<file path="src/rtl/instr_sequencer_if.sv">
// Issue-stage bus between the instruction sequencer (master) and its loader/processor (slave).
// Carries the program-load port, start/done pacing and the issued instruction fields.
interface instr_sequencer_if #(
    parameter int AW = 4
);
    logic          prog_we;
    logic [AW-1:0] prog_addr;
    logic [33:0]   prog_wdata;
    logic [AW:0]   prog_len;
    logic          start;
    logic          done;
    logic [2:0]    instr;
    logic [4:0]    reg1;
    logic [4:0]    reg2;
    logic [4:0]    reg3;
    logic [15:0]   const_out;
    logic          issue;
    logic [AW:0]   pc;
    logic          busy;
    logic          halted;

    modport master (
        input  prog_we, prog_addr, prog_wdata, prog_len, start, done,
        output instr, reg1, reg2, reg3, const_out, issue, pc, busy, halted
    );

    modport slave (
        output prog_we, prog_addr, prog_wdata, prog_len, start, done,
        input  instr, reg1, reg2, reg3, const_out, issue, pc, busy, halted
    );
endinterface

</file>
<file path="src/rtl/instr_sequencer.sv">
// Instruction sequencer: loadable program memory plus PC, issuing one word at a time paced by done.
// Optional SEQ_STEP_EN adds a step input that must be high before each further issue.
module instr_sequencer #(
    parameter int DEPTH       = 16,
    parameter int AW          = 4,
    parameter int ACK_TIMEOUT = 4
) (
    input logic clk,
    input logic rst_n,
`ifdef SEQ_STEP_EN
    input logic step,
`endif
    instr_sequencer_if.master bus
);
    localparam int CW = (ACK_TIMEOUT < 1) ? 1 : $clog2(ACK_TIMEOUT + 1);
    localparam logic [AW:0]   DEPTH_W   = (AW + 1)'(DEPTH);
    localparam logic [CW-1:0] TIMEOUT_W = CW'(ACK_TIMEOUT);

    typedef enum logic [2:0] {IDLE, ISSUE, ACK, WAIT, HALT} state_t;

    state_t        state, state_next;
    logic [33:0]   mem [DEPTH];
    logic [33:0]   fields_q;
    logic [AW:0]   pc_q;
    logic [AW:0]   len_eff;
    logic [CW-1:0] ack_cnt;
    logic [AW-1:0] rd_addr;
    logic          prog_open, start_go, at_end, step_ok;
    logic          decide, load, cnt_clr, cnt_inc;

`ifdef SEQ_STEP_EN
    assign step_ok = step;
`else
    assign step_ok = 1'b1;
`endif

    assign len_eff   = (bus.prog_len > DEPTH_W) ? DEPTH_W : bus.prog_len;
    assign at_end    = (pc_q == len_eff);
    assign prog_open = (state == IDLE) || (state == HALT);
    // A write in the same cycle as start wins; start is dropped.
    assign start_go  = prog_open && bus.start && !bus.prog_we;
    assign rd_addr   = start_go ? '0 : pc_q[AW-1:0];

    always_ff @(posedge clk) begin
        if (prog_open && bus.prog_we && ({1'b0, bus.prog_addr} < DEPTH_W)) begin
            mem[bus.prog_addr] <= bus.prog_wdata;
        end
    end

    always_comb begin
        state_next = state;
        decide     = 1'b0;
        load       = 1'b0;
        cnt_clr    = 1'b0;
        cnt_inc    = 1'b0;
        case (state)
            IDLE, HALT: begin
                if (start_go) begin
                    if (len_eff != '0) begin
                        state_next = ISSUE;
                        load       = 1'b1;
                    end else begin
                        state_next = HALT;
                    end
                end
            end
            ISSUE: begin
                state_next = ACK;
                cnt_clr    = 1'b1;
            end
            ACK: begin
                if (!bus.done)                 state_next = WAIT;
                else if (ack_cnt == TIMEOUT_W) decide     = 1'b1;
                else                           cnt_inc    = 1'b1;
            end
            WAIT: decide = bus.done;
            default: state_next = IDLE;
        endcase
        // pc already points past the issued word while in ACK/WAIT.
        if (decide) begin
            if (at_end) begin
                state_next = HALT;
            end else if (step_ok) begin
                state_next = ISSUE;
                load       = 1'b1;
            end else begin
                state_next = WAIT;
            end
        end
    end

    always_ff @(posedge clk or negedge rst_n) begin
        if (!rst_n) state <= IDLE;
        else        state <= state_next;
    end

    always_ff @(posedge clk or negedge rst_n) begin
        if (!rst_n) begin
            pc_q     <= '0;
            ack_cnt  <= '0;
            fields_q <= '0;
        end else begin
            if (start_go)            pc_q <= '0;
            else if (state == ISSUE) pc_q <= pc_q + 1'b1;
            if (cnt_clr)             ack_cnt <= '0;
            else if (cnt_inc)        ack_cnt <= ack_cnt + 1'b1;
            if (load)                fields_q <= mem[rd_addr];
        end
    end

    assign bus.instr     = fields_q[33:31];
    assign bus.reg1      = fields_q[30:26];
    assign bus.reg2      = fields_q[25:21];
    assign bus.reg3      = fields_q[20:16];
    assign bus.const_out = fields_q[15:0];
    assign bus.issue     = (state == ISSUE);
    assign bus.busy      = (state == ISSUE) || (state == ACK) || (state == WAIT);
    assign bus.halted    = (state == HALT);
    assign bus.pc        = pc_q;
endmodule

</file>
<file path="src/flat_wrapper.sv">
// flat-port wrapper written by rule: the top's interface ports become plain ports
module instr_sequencer_flat 
#(
    parameter int DEPTH       = 16,
    parameter int AW          = 4,
    parameter int ACK_TIMEOUT = 4
)
  (clk, rst_n, bus_prog_we, bus_prog_addr, bus_prog_wdata, bus_prog_len, bus_start, bus_done, bus_instr, bus_reg1, bus_reg2, bus_reg3, bus_const_out, bus_issue, bus_pc, bus_busy, bus_halted);
  instr_sequencer_if #(.AW(AW)) bus_i ();
  input logic clk;
  input logic rst_n;
  input wire logic [$bits(bus_i.prog_we)-1:0] bus_prog_we;
  input wire logic [$bits(bus_i.prog_addr)-1:0] bus_prog_addr;
  input wire logic [$bits(bus_i.prog_wdata)-1:0] bus_prog_wdata;
  input wire logic [$bits(bus_i.prog_len)-1:0] bus_prog_len;
  input wire logic [$bits(bus_i.start)-1:0] bus_start;
  input wire logic [$bits(bus_i.done)-1:0] bus_done;
  output wire logic [$bits(bus_i.instr)-1:0] bus_instr;
  output wire logic [$bits(bus_i.reg1)-1:0] bus_reg1;
  output wire logic [$bits(bus_i.reg2)-1:0] bus_reg2;
  output wire logic [$bits(bus_i.reg3)-1:0] bus_reg3;
  output wire logic [$bits(bus_i.const_out)-1:0] bus_const_out;
  output wire logic [$bits(bus_i.issue)-1:0] bus_issue;
  output wire logic [$bits(bus_i.pc)-1:0] bus_pc;
  output wire logic [$bits(bus_i.busy)-1:0] bus_busy;
  output wire logic [$bits(bus_i.halted)-1:0] bus_halted;
  assign bus_i.prog_we = bus_prog_we;
  assign bus_i.prog_addr = bus_prog_addr;
  assign bus_i.prog_wdata = bus_prog_wdata;
  assign bus_i.prog_len = bus_prog_len;
  assign bus_i.start = bus_start;
  assign bus_i.done = bus_done;
  assign bus_instr = bus_i.instr;
  assign bus_reg1 = bus_i.reg1;
  assign bus_reg2 = bus_i.reg2;
  assign bus_reg3 = bus_i.reg3;
  assign bus_const_out = bus_i.const_out;
  assign bus_issue = bus_i.issue;
  assign bus_pc = bus_i.pc;
  assign bus_busy = bus_i.busy;
  assign bus_halted = bus_i.halted;
  instr_sequencer #(.DEPTH(DEPTH), .AW(AW), .ACK_TIMEOUT(ACK_TIMEOUT)) u_core (.clk(clk), .rst_n(rst_n), .bus(bus_i));
endmodule
</file>
<file path="config.mk">
export PLATFORM = sky130hd
export DESIGN_NAME = instr_sequencer_flat
export DESIGN_NICKNAME = d
export VERILOG_FILES = /design/src/rtl/instr_sequencer_if.sv /design/src/rtl/instr_sequencer.sv /design/src/flat_wrapper.sv
export SDC_FILE = /design/constraint.sdc
export NUM_CORES = 1
export LEC_CHECK = 0
export ABC_AREA = 1
export BUFFER_PORTS_ARGS = -buffer_cell sky130_fd_sc_hd__buf_2
export CAP_MARGIN = 30
export CORE_MARGIN = 4
export CORE_UTILIZATION = 60
export DETAILED_ROUTE_END_ITERATION = 10
export PLACE_DENSITY_LB_ADDON = 0.12
export SLEW_MARGIN = 25
export SYNTH_ARGS = -nofsm -noshare
export SYNTH_HDL_FRONTEND = slang
export SYNTH_SLANG_ARGS = --single-unit
</file>
<file path="constraint.sdc">
create_clock -name clk -period 8.2 [get_ports clk]
set_input_delay 1.64 -clock clk [delete_from_list [all_inputs] [get_ports clk]]
set_output_delay 1.64 -clock clk [all_outputs]
set_load 0.005 [all_outputs]
</file>
After elaboration in Yosys (flattened, before gate mapping)
Memories as Yosys holds them, arrays and structs flattened. A register that Yosys moved wholly into a read port is not among the register bits.
Cells that the tools add are included.
{"block": "word_totals", "input_bits": 48, "out_inout_bits": 42, "mem_count": 1, "reg_bits": 11, "ram_bits": 544}
{"name": "u_core.mem", "words": 16, "width": 34, "rd": 1, "rd_clocked_by_memory_dff": 1, "write_ports": 1, "line": "instr_sequencer.sv:22", "text": "logic [33:0] mem [DEPTH];"}
{"block": "op_classes", "eq_ne": 9, "n_addsub": 2, "reduce_logical": 14, "muxes": 26, "n_lt_le_gt_ge": 1}
{"cell": "two-way mux 3 bit", "count": 7}
{"cell": "two-way mux 5 bit", "count": 3}
{"cell": "two-way mux 1 bit", "count": 13}
{"cell": "case mux 3 bit (4 select lines)", "count": 1}
{"cell": "equality test 3 x 2 -> 1 bit, second input constant", "count": 2}
{"cell": "equality test 3 bit, second input constant", "count": 2}
{"cell": "adder 5 x 1 -> 5 bit, second input constant", "count": 1}
{"cell": "equality test 5 bit", "count": 1}
{"cell": "greater-than comparator 5 bit, second input constant", "count": 1}
{"cell": "nonzero test 5 bit", "count": 1}
{"cell": "two-way mux 4 bit", "count": 1}
{"cell": "nonzero test 2 bit", "count": 2}
{"cell": "adder 3 x 1 -> 3 bit, second input constant", "count": 1}
{"cell": "equality test 3 x 1 -> 1 bit, second input constant", "count": 1}
{"cell": "logical AND 1 bit", "count": 3}
{"cell": "logical NOT 3 bit", "count": 1}
{"cell": "logical OR 1 bit", "count": 3}
{"cell": "inequality test 3 x 1 -> 1 bit, second input constant", "count": 1}
{"cell": "inequality test 3 x 2 -> 1 bit, second input constant", "count": 1}
{"cell": "AND reduction 3 bit", "count": 1}
{"cell": "logical NOT 1 bit", "count": 2}
{"cell": "inequality test 2 x 1 -> 1 bit, second input constant", "count": 1}
{"cell": "case mux 1 bit (2 select lines)", "count": 1}
{"cell": "OR reduction 2 bit", "count": 1}

Longest topological paths before layout
Gate-level depths: netlist of run 1.
{"block": "logic_depth", "ltp_word": 8, "ltp_mapped": 13, "mapped_depth_nobuf": 11}

Worst setup path after synthesis of run 1
No wires, ideal clock.
{"block": "synth_timing", "path_kind": "input-to-reg", "startpoint": "in bus_prog_we", "endpoint": "mem u_core.mem[10][0], enable pin", "arrival_time_ns": 3.454, "setup_slack_ns": 4.321, "n_path_buf": 0, "path_stages": 4, "setup_ns": 0.425, "cell_sequence": "inv_1 -> nor2_1 -> nand3_1 -> nor2_1"}
{"block": "synth_via", "elab_chain_len": 3}
{"element": "from (decl)", "line": "flat_wrapper.sv:12", "text": "input wire logic [$bits(bus_i.prog_we)-1:0] bus_prog_we;"}
{"element": "logical AND 1 bit", "line": "instr_sequencer.sv:45", "text": "if (prog_open && bus.prog_we && ({1'b0, bus.prog_addr} < DEPTH_W)) begin"}
{"element": "two-way mux 1 bit", "line": "instr_sequencer.sv:45"}
{"element": "two-way mux 1 bit (implied by the code)", "line": "instr_sequencer.sv:46", "text": "mem[bus.prog_addr] <= bus.prog_wdata;"}
{"element": "to (decl)", "line": "instr_sequencer.sv:22"}
No other way between the ends.

Worst setup path after layout of run 1
{"block": "layout_timing", "startpoint": "in bus_start", "endpoint": "reg u_core.fields_q[18] (read register of u_core.mem)"}
{"block": "layout_via", "elab_chain_len": 6, "elab_cells_between_ends": 7, "classes_between": "mux: 5; reduce/logical: 2"}
{"element": "from (decl)", "line": "flat_wrapper.sv:16", "text": "input wire logic [$bits(bus_i.start)-1:0] bus_start;"}
{"element": "logical AND 1 bit (*) (2 in a row)", "line": "instr_sequencer.sv:41", "text": "assign start_go = prog_open && bus.start && !bus.prog_we;"}
{"element": "two-way mux 1 bit", "line": "instr_sequencer.sv:58", "text": "if (start_go) begin"}
{"element": "two-way mux 1 bit", "line": "instr_sequencer.sv:56", "text": "case (state)"}
{"element": "two-way mux 1 bit", "line": "instr_sequencer.sv:81", "text": "if (at_end) begin"}
{"element": "two-way mux 1 bit", "line": "instr_sequencer.sv:80", "text": "if (decide) begin"}
{"element": "to (decl)", "line": "instr_sequencer.sv:23", "text": "logic [33:0] fields_q;"}
Every way passes the cells marked *; elsewhere a longest branch is shown, timed or not.
A chain may end at the register's enable or synchronous reset.

==> results of run 1 <==
-- Yosys cell counts, drive strengths merged, types with 2 or more instances --
cell     number  area (um2)
dfrtp        45        1126
nand3       482        2412
buf         106       625.6
o22ai         2       12.51
o2111ai     102       893.4
inv         259       972.2
nand2       296        1157
ha            3       37.54
nor3          5       30.03
o21ai         4       31.28
nor2        102       400.4
edfxtp      544       16340
nand3b       68       510.5
a21oi         6       30.03
or2         103       644.4
clkbuf       43       161.4
a31oi         2       12.51
xnor2         3       26.28
-- per-layer routing --
metal	GRT usage, %	vias to the layer above
li1	-	7748
met4	7.716	2
met5	0	-
met3	5.617	114
met1	41.21	8268
met2	43.41	907
-- layout make-up --
type	instances	area share [%]
clock inverters	25	0.4591
multi-input cells	1184	22.70
flip-flops and latches	589	62.23
repair buffers	127	2.906
diodes	1	0.008914
inverters	259	3.467
well taps	539	2.402
clock buffers	83	5.830
-- worst min-delay path: cells and delay by family (launching register included) --
family | cells | cell delay (ps)
flip-flops | 1 | 350
AND/OR/NAND/NOR | 2 | 140
-- sequential cells by signal (all words and copies together) (netlist names) --
signal,count
u_core.mem,544
u_core.fields_q,34
u_core.bus.pc,5
u_core.ack_cnt,3
u_core.state,3
-- metrics by stage --
stage | worst slack (ps) | utilization, % | instances
6_report | 3552 | 66.93 | 2807
5_1_grt | 3429 | 66.92 | 2806
4_1_cts | 3692 | 66.81 | 2804
3_5_place_dp | 3045 | 62.60 | 2696
3_3_place_gp | 3120 | 62.42 | 2693
2_1_floorplan | 4321 | - | 2181
-- cell usage in the layout (no fill, tap or decap), types with 4 or more instances in the layout --
cell	instances
edfxtp_1	544
nand3_1	482
nand2_1	290
inv_1	255
or2_2	103
o2111ai_1	102
buf_2	89
nor2_1	83
nand3b_1	68
clkbuf_16	59
dfrtp_1	43
buf_4	33
nor2_4	18
clkbuf_1	17
clkinv_2	16
clkbuf_8	7
a21oi_1	6
clkinv_1	6
nor3_1	4
-- worst max path at each step --
stage                 from                  end  slack (ps)  cells after the start
6_report         bus_start  u_core.fields_q[18]        3550                     13
5_1_grt          bus_start  u_core.fields_q[17]        3430                     13
4_1_cts          bus_start  u_core.fields_q[18]        3690                     13
3_5_place_dp     bus_start  u_core.fields_q[18]        3040                     13
3_3_place_gp     bus_start  u_core.fields_q[32]        3120                     13
2_1_floorplan  bus_prog_we    u_core.mem[10][0]        4320                      4
-- logic make-up after synthesis --
logic type	count (synthesis)
buffers and inverters	408
AND/OR/NAND/NOR	1059
adder cells (fa/ha/maj)	3
flip-flops	589
XOR/XNOR	4
AO/OA/AOI/OAI	118
-- report_power, final --
| group | total [W] | internal [W] | switching [W] |
|---|---|---|---|
| Combinational | 0.00299 | 0.00100 | 0.00199 |
| Sequential | 0.00364 | 0.00343 | 0.000210 |
| Clock | 0.00247 | 0.00138 | 0.00109 |
==> impl_results.md, run 1 <==
- Pre-antenna DRT Iters: 7
- Clock slew at reported path FFs: 60 ps
- Library cells used by synthesis: 34
- Worst Reg-to-Reg Cells: 11
- Total Power: 0.009103 W
- Row cnt: 75
- Uppermost layer routed: met5
- CP Launch Type: input pin
- Critical path class: input pin to flip-flop
- Setup TNS: 0 ps
- Largest net degree at the start of global routing: 129
- CP Capture Type: flip-flop
- Bufs and invs on worst path: 5
- Postcts setup bufs: 0
- WL met1: 27010 um
- Clk sink count: 589
- FF+latch count, synth: 589
- Pwr Density: 324.2 nW/um2
- Sequential cell area fraction in the yosys report: 68.58%
- Slowest-stage cell, CP: buf_4
- Worst-Margin Slew: 942.2 ps
- Synth async-reset ratio: 7.640%
- Post-CTS sizing: 0
- Largest family of logic cells by synthesized area: simple AND/OR/NAND/NOR gates
- Starting Density: 60.70%
- Seq. cell area: 17470 um2
- Mux contribution to synthesized area: 0%
- Worst Path Arrival: 5130 ps
- Gr ovfl total: 0
- Design area: 28070 um2
- Vias: 17040
- Unrepaired setup endpoints after global routing: no
- Max VDD drop: 0.2446 mV
- Clk Latency, worst-skew pair: 610 ps
- Detailed Route WL: 65420 um
- Fin. Hold Viols: 0
- Synthesized instance count: 2181
- Synth Net Count: 2232
- CTS buffer count: 58
- Via density: 6.070
- EDFF count, synth: 544
- Min Clock Period, post-route: 4648 ps
- Leakage dissipation: 10.85 nW
- DRC viols: 0
- DPL Wire Length: 30220 um
- Io pins: 90
- Largest delay share family, worst path: buffers and inverters
- R2r endpoint: u_core.fields_q[18]
- Max-cap viol count: 0
- H-tree Lvls: 2
- Fmax: 0.2152 GHz
- Ys Warns: 0
- Die span in y: 214 um
- Area share of fa/ha/maj cells after synthesis: 0.1474%
- Hold path depth: 2
- DR WL met3: 6702 um
- Flop-to-flop setup slack: 4260 ps
- Synth-to-layout area growth: 10.26%
- GRT Resource Usage Total: 27.99%
- Vias in the first global route: 16120
- Final setup viols: 0
- Root Driver: clkbuf_16
- WL/cell: 23.31 um
- Min Hold Slack: 518.1 ps
- CTS tree: done
- Slew Limit Fails: 0
- Placed cell areas: 26260 um2
- GPL Wtd Cong: 0.7739
- Die area: 45800 um2
- Nets: 2270
- Metal2 WL: 30040 um
- Detail Route Antenna Nets: 0
- Multi-input gate area: 6372 um2
- Fill count: 3021
- Global-route wire length before repair: 98520 um
- Initial drt markers: 2187
- Slew margin rel.: 37.19%
- Synth Area in Simple Gates: 20.32%
- CTS max path bufs: 3
- Status: finished clean
- Die Wd: 214 um
- Complex-gate fraction of the synthesized area: 3.907%
- Core Area: 41950 um2
- Ys flop type: edfxtp_1
- Synth Area in XOR/XNOR: 0.1376%
- Syn Std Cell Area: 25460 um2
- Layout Skew: 13.69 ps
- Crit path required time: 8690 ps
- FF-to-FF Start: u_core.state[1]
- Worst path max stage delay: 780 ps
- Port-buffer cells: 89
- Layout cells sized above 1: 15.35%
- Period utilization: 56.68%
- Worst hold path class: flip-flop to flip-flop
- Average size of a mapped cell: 11.67 um2
- Critical-path cell list: buf_2, inv_1, nor2_2, nand2_8, buf_4, nand2_4, inv_2, buf_4, nand3_1, nand3_1, nand2_1, nand2_1, nand2_1
- Hold path endpoint: u_core.fields_q[7]
- Hold-fix buffers, CTS: 0
- CP most frequent cell: nand2_1
- Initial antenna violation count: 1
- Hold path start: u_core.fields_q[7]
- Critical path peak fanout: 128
Note: power is estimated with default switching activity, not from simulation.
==> run 2, diff against run 1 <==
--- a/config.mk
+++ b/config.mk
@@ -5,7 +5,7 @@
 export SDC_FILE = /design/constraint.sdc
 export NUM_CORES = 1
 export LEC_CHECK = 0
-export ABC_AREA = 1
+export ABC_AREA = 0
 export BUFFER_PORTS_ARGS = -buffer_cell sky130_fd_sc_hd__buf_2
 export CAP_MARGIN = 30
 export CORE_MARGIN = 4
==> constraint.sdc (replaced) <==
create_clock -name clk -period 4.7 [get_ports clk]
set_input_delay 0.94 -clock clk [delete_from_list [all_inputs] [get_ports clk]]
set_output_delay 0.94 -clock clk [all_outputs]
set_load 0.005 [all_outputs]
==> run 2 against run 1 <==
Against the previous run: worst hold slack worse by 8.0 ps; clock power up 90%; sequential cell count stayed put; first-iteration DRC count fell by 48%; setup slack got worse by 1900 ps; power up 64%; final area is 6.0% lower; sequential share of layout area is 4.0 points higher; synthesized cell count shrank 40%; non-clock buffer count shrank 1.
==> impl_results.md, run 2 <==
- Status: finished clean (unchanged)
- Io pins: 90 (unchanged)
- Multi-input gate area: 5508 um2 (was 6372 um2)
- Post-CTS sizing: 0 (unchanged)
- Row cnt: 71 (was 75)
- Synth-to-layout area growth: 13.33% (was 10.26%)
- Placed cell areas: 24450 um2 (was 26260 um2)
- Ys Warns: 0 (unchanged)
- Synth top cells by count: edfxtp_1, mux2i_1, mux4_2 (was edfxtp_1, nand3_1, nand2_1)
- Library cells used by synthesis: 46 (was 34)
- Gr ovfl total: 0 (unchanged)
- CTS tree: done (unchanged)
- Synth async-reset ratio: 7.640% (unchanged)
- DRC viols: 0 (unchanged)
- Initial antenna violation count: 1 (unchanged)
- Critical path peak fanout: 40 (was 128)
- Metal2 WL: 27180 um (was 30040 um)
- Largest Register: u_core.mem (unchanged)
- Fill count: 2425 (was 3021)
- Nets: 1459 (was 2270)
- Pre-antenna DRT Iters: 5 (was 7)
- Layout cells sized above 1: 21.37% (was 15.35%)
- CTS buffer count: 56 (was 58)
- Fin. Hold Viols: 0 (unchanged)
- Worst Reg-to-Reg Cells: 6 (was 11)
- Largest net degree at the start of global routing: 106 (was 129)
- Commonest non-fill, non-tap cell in the layout: edfxtp_1 (unchanged)
- Pwr Density: 564.6 nW/um2 (was 324.2 nW/um2)
- Synthesized instance count: 1315 (was 2181)
- Crit path required time: 5210 ps (was 8690 ps)
- Synth Net Count: 1366 (was 2232)
- Vias in the first global route: 12800 (was 16120)
- Worst hold path class: input pin to async pin (was flip-flop to flip-flop)
- Worst path max stage delay: 740 ps (was 780 ps)
- H-tree Lvls: 2 (unchanged)
- Worst-Margin Slew: 1003 ps (was 942.2 ps)
- Detailed Route WL: 53470 um (was 65420 um)
- Clk sink count: 589 (unchanged)
- CTS max path bufs: 3 (unchanged)
- Slowest-stage cell, CP: or4b_2 (was buf_4)
- Worst Path Arrival: 3550 ps (was 5130 ps)
- Most frequent cell after synthesis: edfxtp_1 (unchanged)
- Sequential cell area fraction in the yosys report: 74.99% (was 68.58%)
- Ranking of synthesized cells by area: edfxtp_1, mux4_2, dfrtp_1 (was edfxtp_1, nand3_1, dfrtp_1)
- Most frequent cells in the layout: edfxtp_1, buf_2, mux2i_1, mux4_2, clkbuf_16 (was edfxtp_1, nand3_1, nand2_1, inv_1, or2_2)
- Flop-to-flop setup slack: 1660 ps (was 4260 ps)
- Leakage dissipation: 8.688 nW (was 10.85 nW)
- Synth area leader: edfxtp_1 (unchanged)
- Root Driver: clkbuf_16 (unchanged)
- Die area: 42030 um2 (was 45800 um2)
- Fmax: 0.3292 GHz
- Core Area: 37930 um2 (was 41950 um2)
- Synth top area share: 70.15% (was 64.16%)
- Max-cap viol count: 0 (unchanged)
- Die span in y: 205 um (was 214 um)
- Ys flop type: edfxtp_1 (unchanged)
- Vias: 12680 (was 17040)
- Clock slew at reported path FFs: 60 ps (about the same)
- Port-buffer cells: 89 (unchanged)
- R2r endpoint: u_core.fields_q[32] (was u_core.fields_q[18])
- Max reg flops: 544 (unchanged)
- EDFF count, synth: 544 (unchanged)
- Period utilization: 64.63%
- Setup TNS: 0 ps (unchanged)
- Slew margin rel.: 32.90% (was 37.19%)
- Unrepaired setup endpoints after global routing: no (unchanged)
- Min Clock Period, post-route: 3038 ps
- Clk Latency, worst-skew pair: 610 ps (about the same)
- WL met1: 21790 um (was 27010 um)
- Postcts setup bufs: 0 (unchanged)
- Die Wd: 205 um (was 214 um)
- Starting Density: 61.39% (was 60.70%)
- Detail Route Antenna Nets: 0 (unchanged)
- DR WL met3: 3166 um (was 6702 um)
- Design area: 26390 um2 (was 28070 um2)
- Uppermost layer routed: met4 (was met5)
- Initial drt markers: 1144 (was 2187)
- DPL Wire Length: 27630 um (was 30220 um)
- Via density: 6.446 (was 6.070)
- FF+latch count, synth: 589 (unchanged)
- Layout Skew: 25.03 ps (was 13.69 ps)
- GRT Resource Usage Total: 25.86% (was 27.99%)
- Final setup viols: 0 (unchanged)
- GPL Wtd Cong: 0.7891 (was 0.7739)
- Max VDD drop: 0.3567 mV (was 0.2446 mV)
- Syn Std Cell Area: 23290 um2 (was 25460 um2)
- WL/cell: 27.19 um (was 23.31 um)
- CP Capture Type: flip-flop (unchanged)
- Seq. cell area: 17470 um2 (unchanged)
- Slew Limit Fails: 0 (unchanged)
- Average size of a mapped cell: 17.71 um2 (was 11.67 um2)
- CP Launch Type: flip-flop (was input pin)
- Global-route wire length before repair: 80470 um (was 98520 um)
- Critical path class: flip-flop to flip-flop (was input pin to flip-flop)
- Hold-fix buffers, CTS: 0 (unchanged)
- Critical-path cell list: or4b_2, buf_4, and2_2, buf_12, a2111o_1, a31oi_1 (was buf_2, inv_1, nor2_2, nand2_8, buf_4, nand2_4, inv_2, buf_4, nand3_1, nand3_1, nand2_1, nand2_1, nand2_1)
- FF-to-FF Start: u_core.state[1] (unchanged)
==> run 2: routing by layer <==
layer  GRT usage [%]  vias up
li1                -     5510
met1           36.55     6573
met2           43.19      500
met3           3.182       96
met4           7.727        0
met5               0        -
==> run 2: final cells by class <==
class,count,share of cell area (%)
antenna,1,0.009482
clock buffer,72,5.808
clock inverter,33,1.517
inverter,4,0.05689
multi-input combinational,631,20.87
sequential,589,66.20
tap,511,2.423
timing repair buffer,126,3.120
==> run 2: how the worst max path moves through the flow <==
stage / depth (start not counted) / slack, ps / startpoint / to
final: 6 / 1660 / u_core.state[1] / u_core.fields_q[32]
after global routing: 5 / 1530 / u_core.bus.pc[1] / u_core.fields_q[21]
after detailed placement: 7 / 1110 / bus_prog_we / u_core.fields_q[9]
after global placement: 7 / 1170 / bus_prog_we / u_core.fields_q[0]
after floorplan: 2 / 520 / bus_prog_addr[2] / u_core.mem[0][0]
after CTS: 6 / 1690 / u_core.state[1] / u_core.fields_q[32]
==> run 2: power breakdown <==
group          total, W  switching [W]  internal, W  leakage [nW]
clock           0.00469        0.00190      0.00280         0.945
combinational   0.00384        0.00219      0.00165          2.34
sequential      0.00637       0.000378      0.00599          5.40
total            0.0149        0.00447       0.0104          8.69
==> run 2: cells by family after synthesis <==
logic type,synth area share (%)
xor gates and xnor gates,0.3761
buffers and inverters,2.004
adders and majority gates,0.1612
muxes,9.543
DFF,74.99
AOI/OAI and AO/OA,7.098
and+or+nand+nor,5.830
==> run 2: critical path: cells and delay by family, from the launching register on <==
kind | cells | cell delay, ps
compound gates | 2 | 550
buf+inv | 2 | 660
simple gates | 2 | 1250
flops | 1 | 450
==> run 2: through the flow <==
step | setup WS [ps] | cells | hold WS, ps | utilization, % | total power, W
detailed placement | 1113 | 1861 | 546.4 | 64.47 | 0.01030
finish | 1662 | 1967 | 510.1 | 69.57 | 0.01490
global placement | 1170 | 1861 | 536.3 | 64.47 | 0.01024
CTS | 1687 | 1966 | 498.4 | 69.56 | 0.01498
floorplan | 519.2 | 1315 | 496.9 | - | 0.009070
global route | 1526 | 1967 | 529.5 | 69.57 | 0.01553
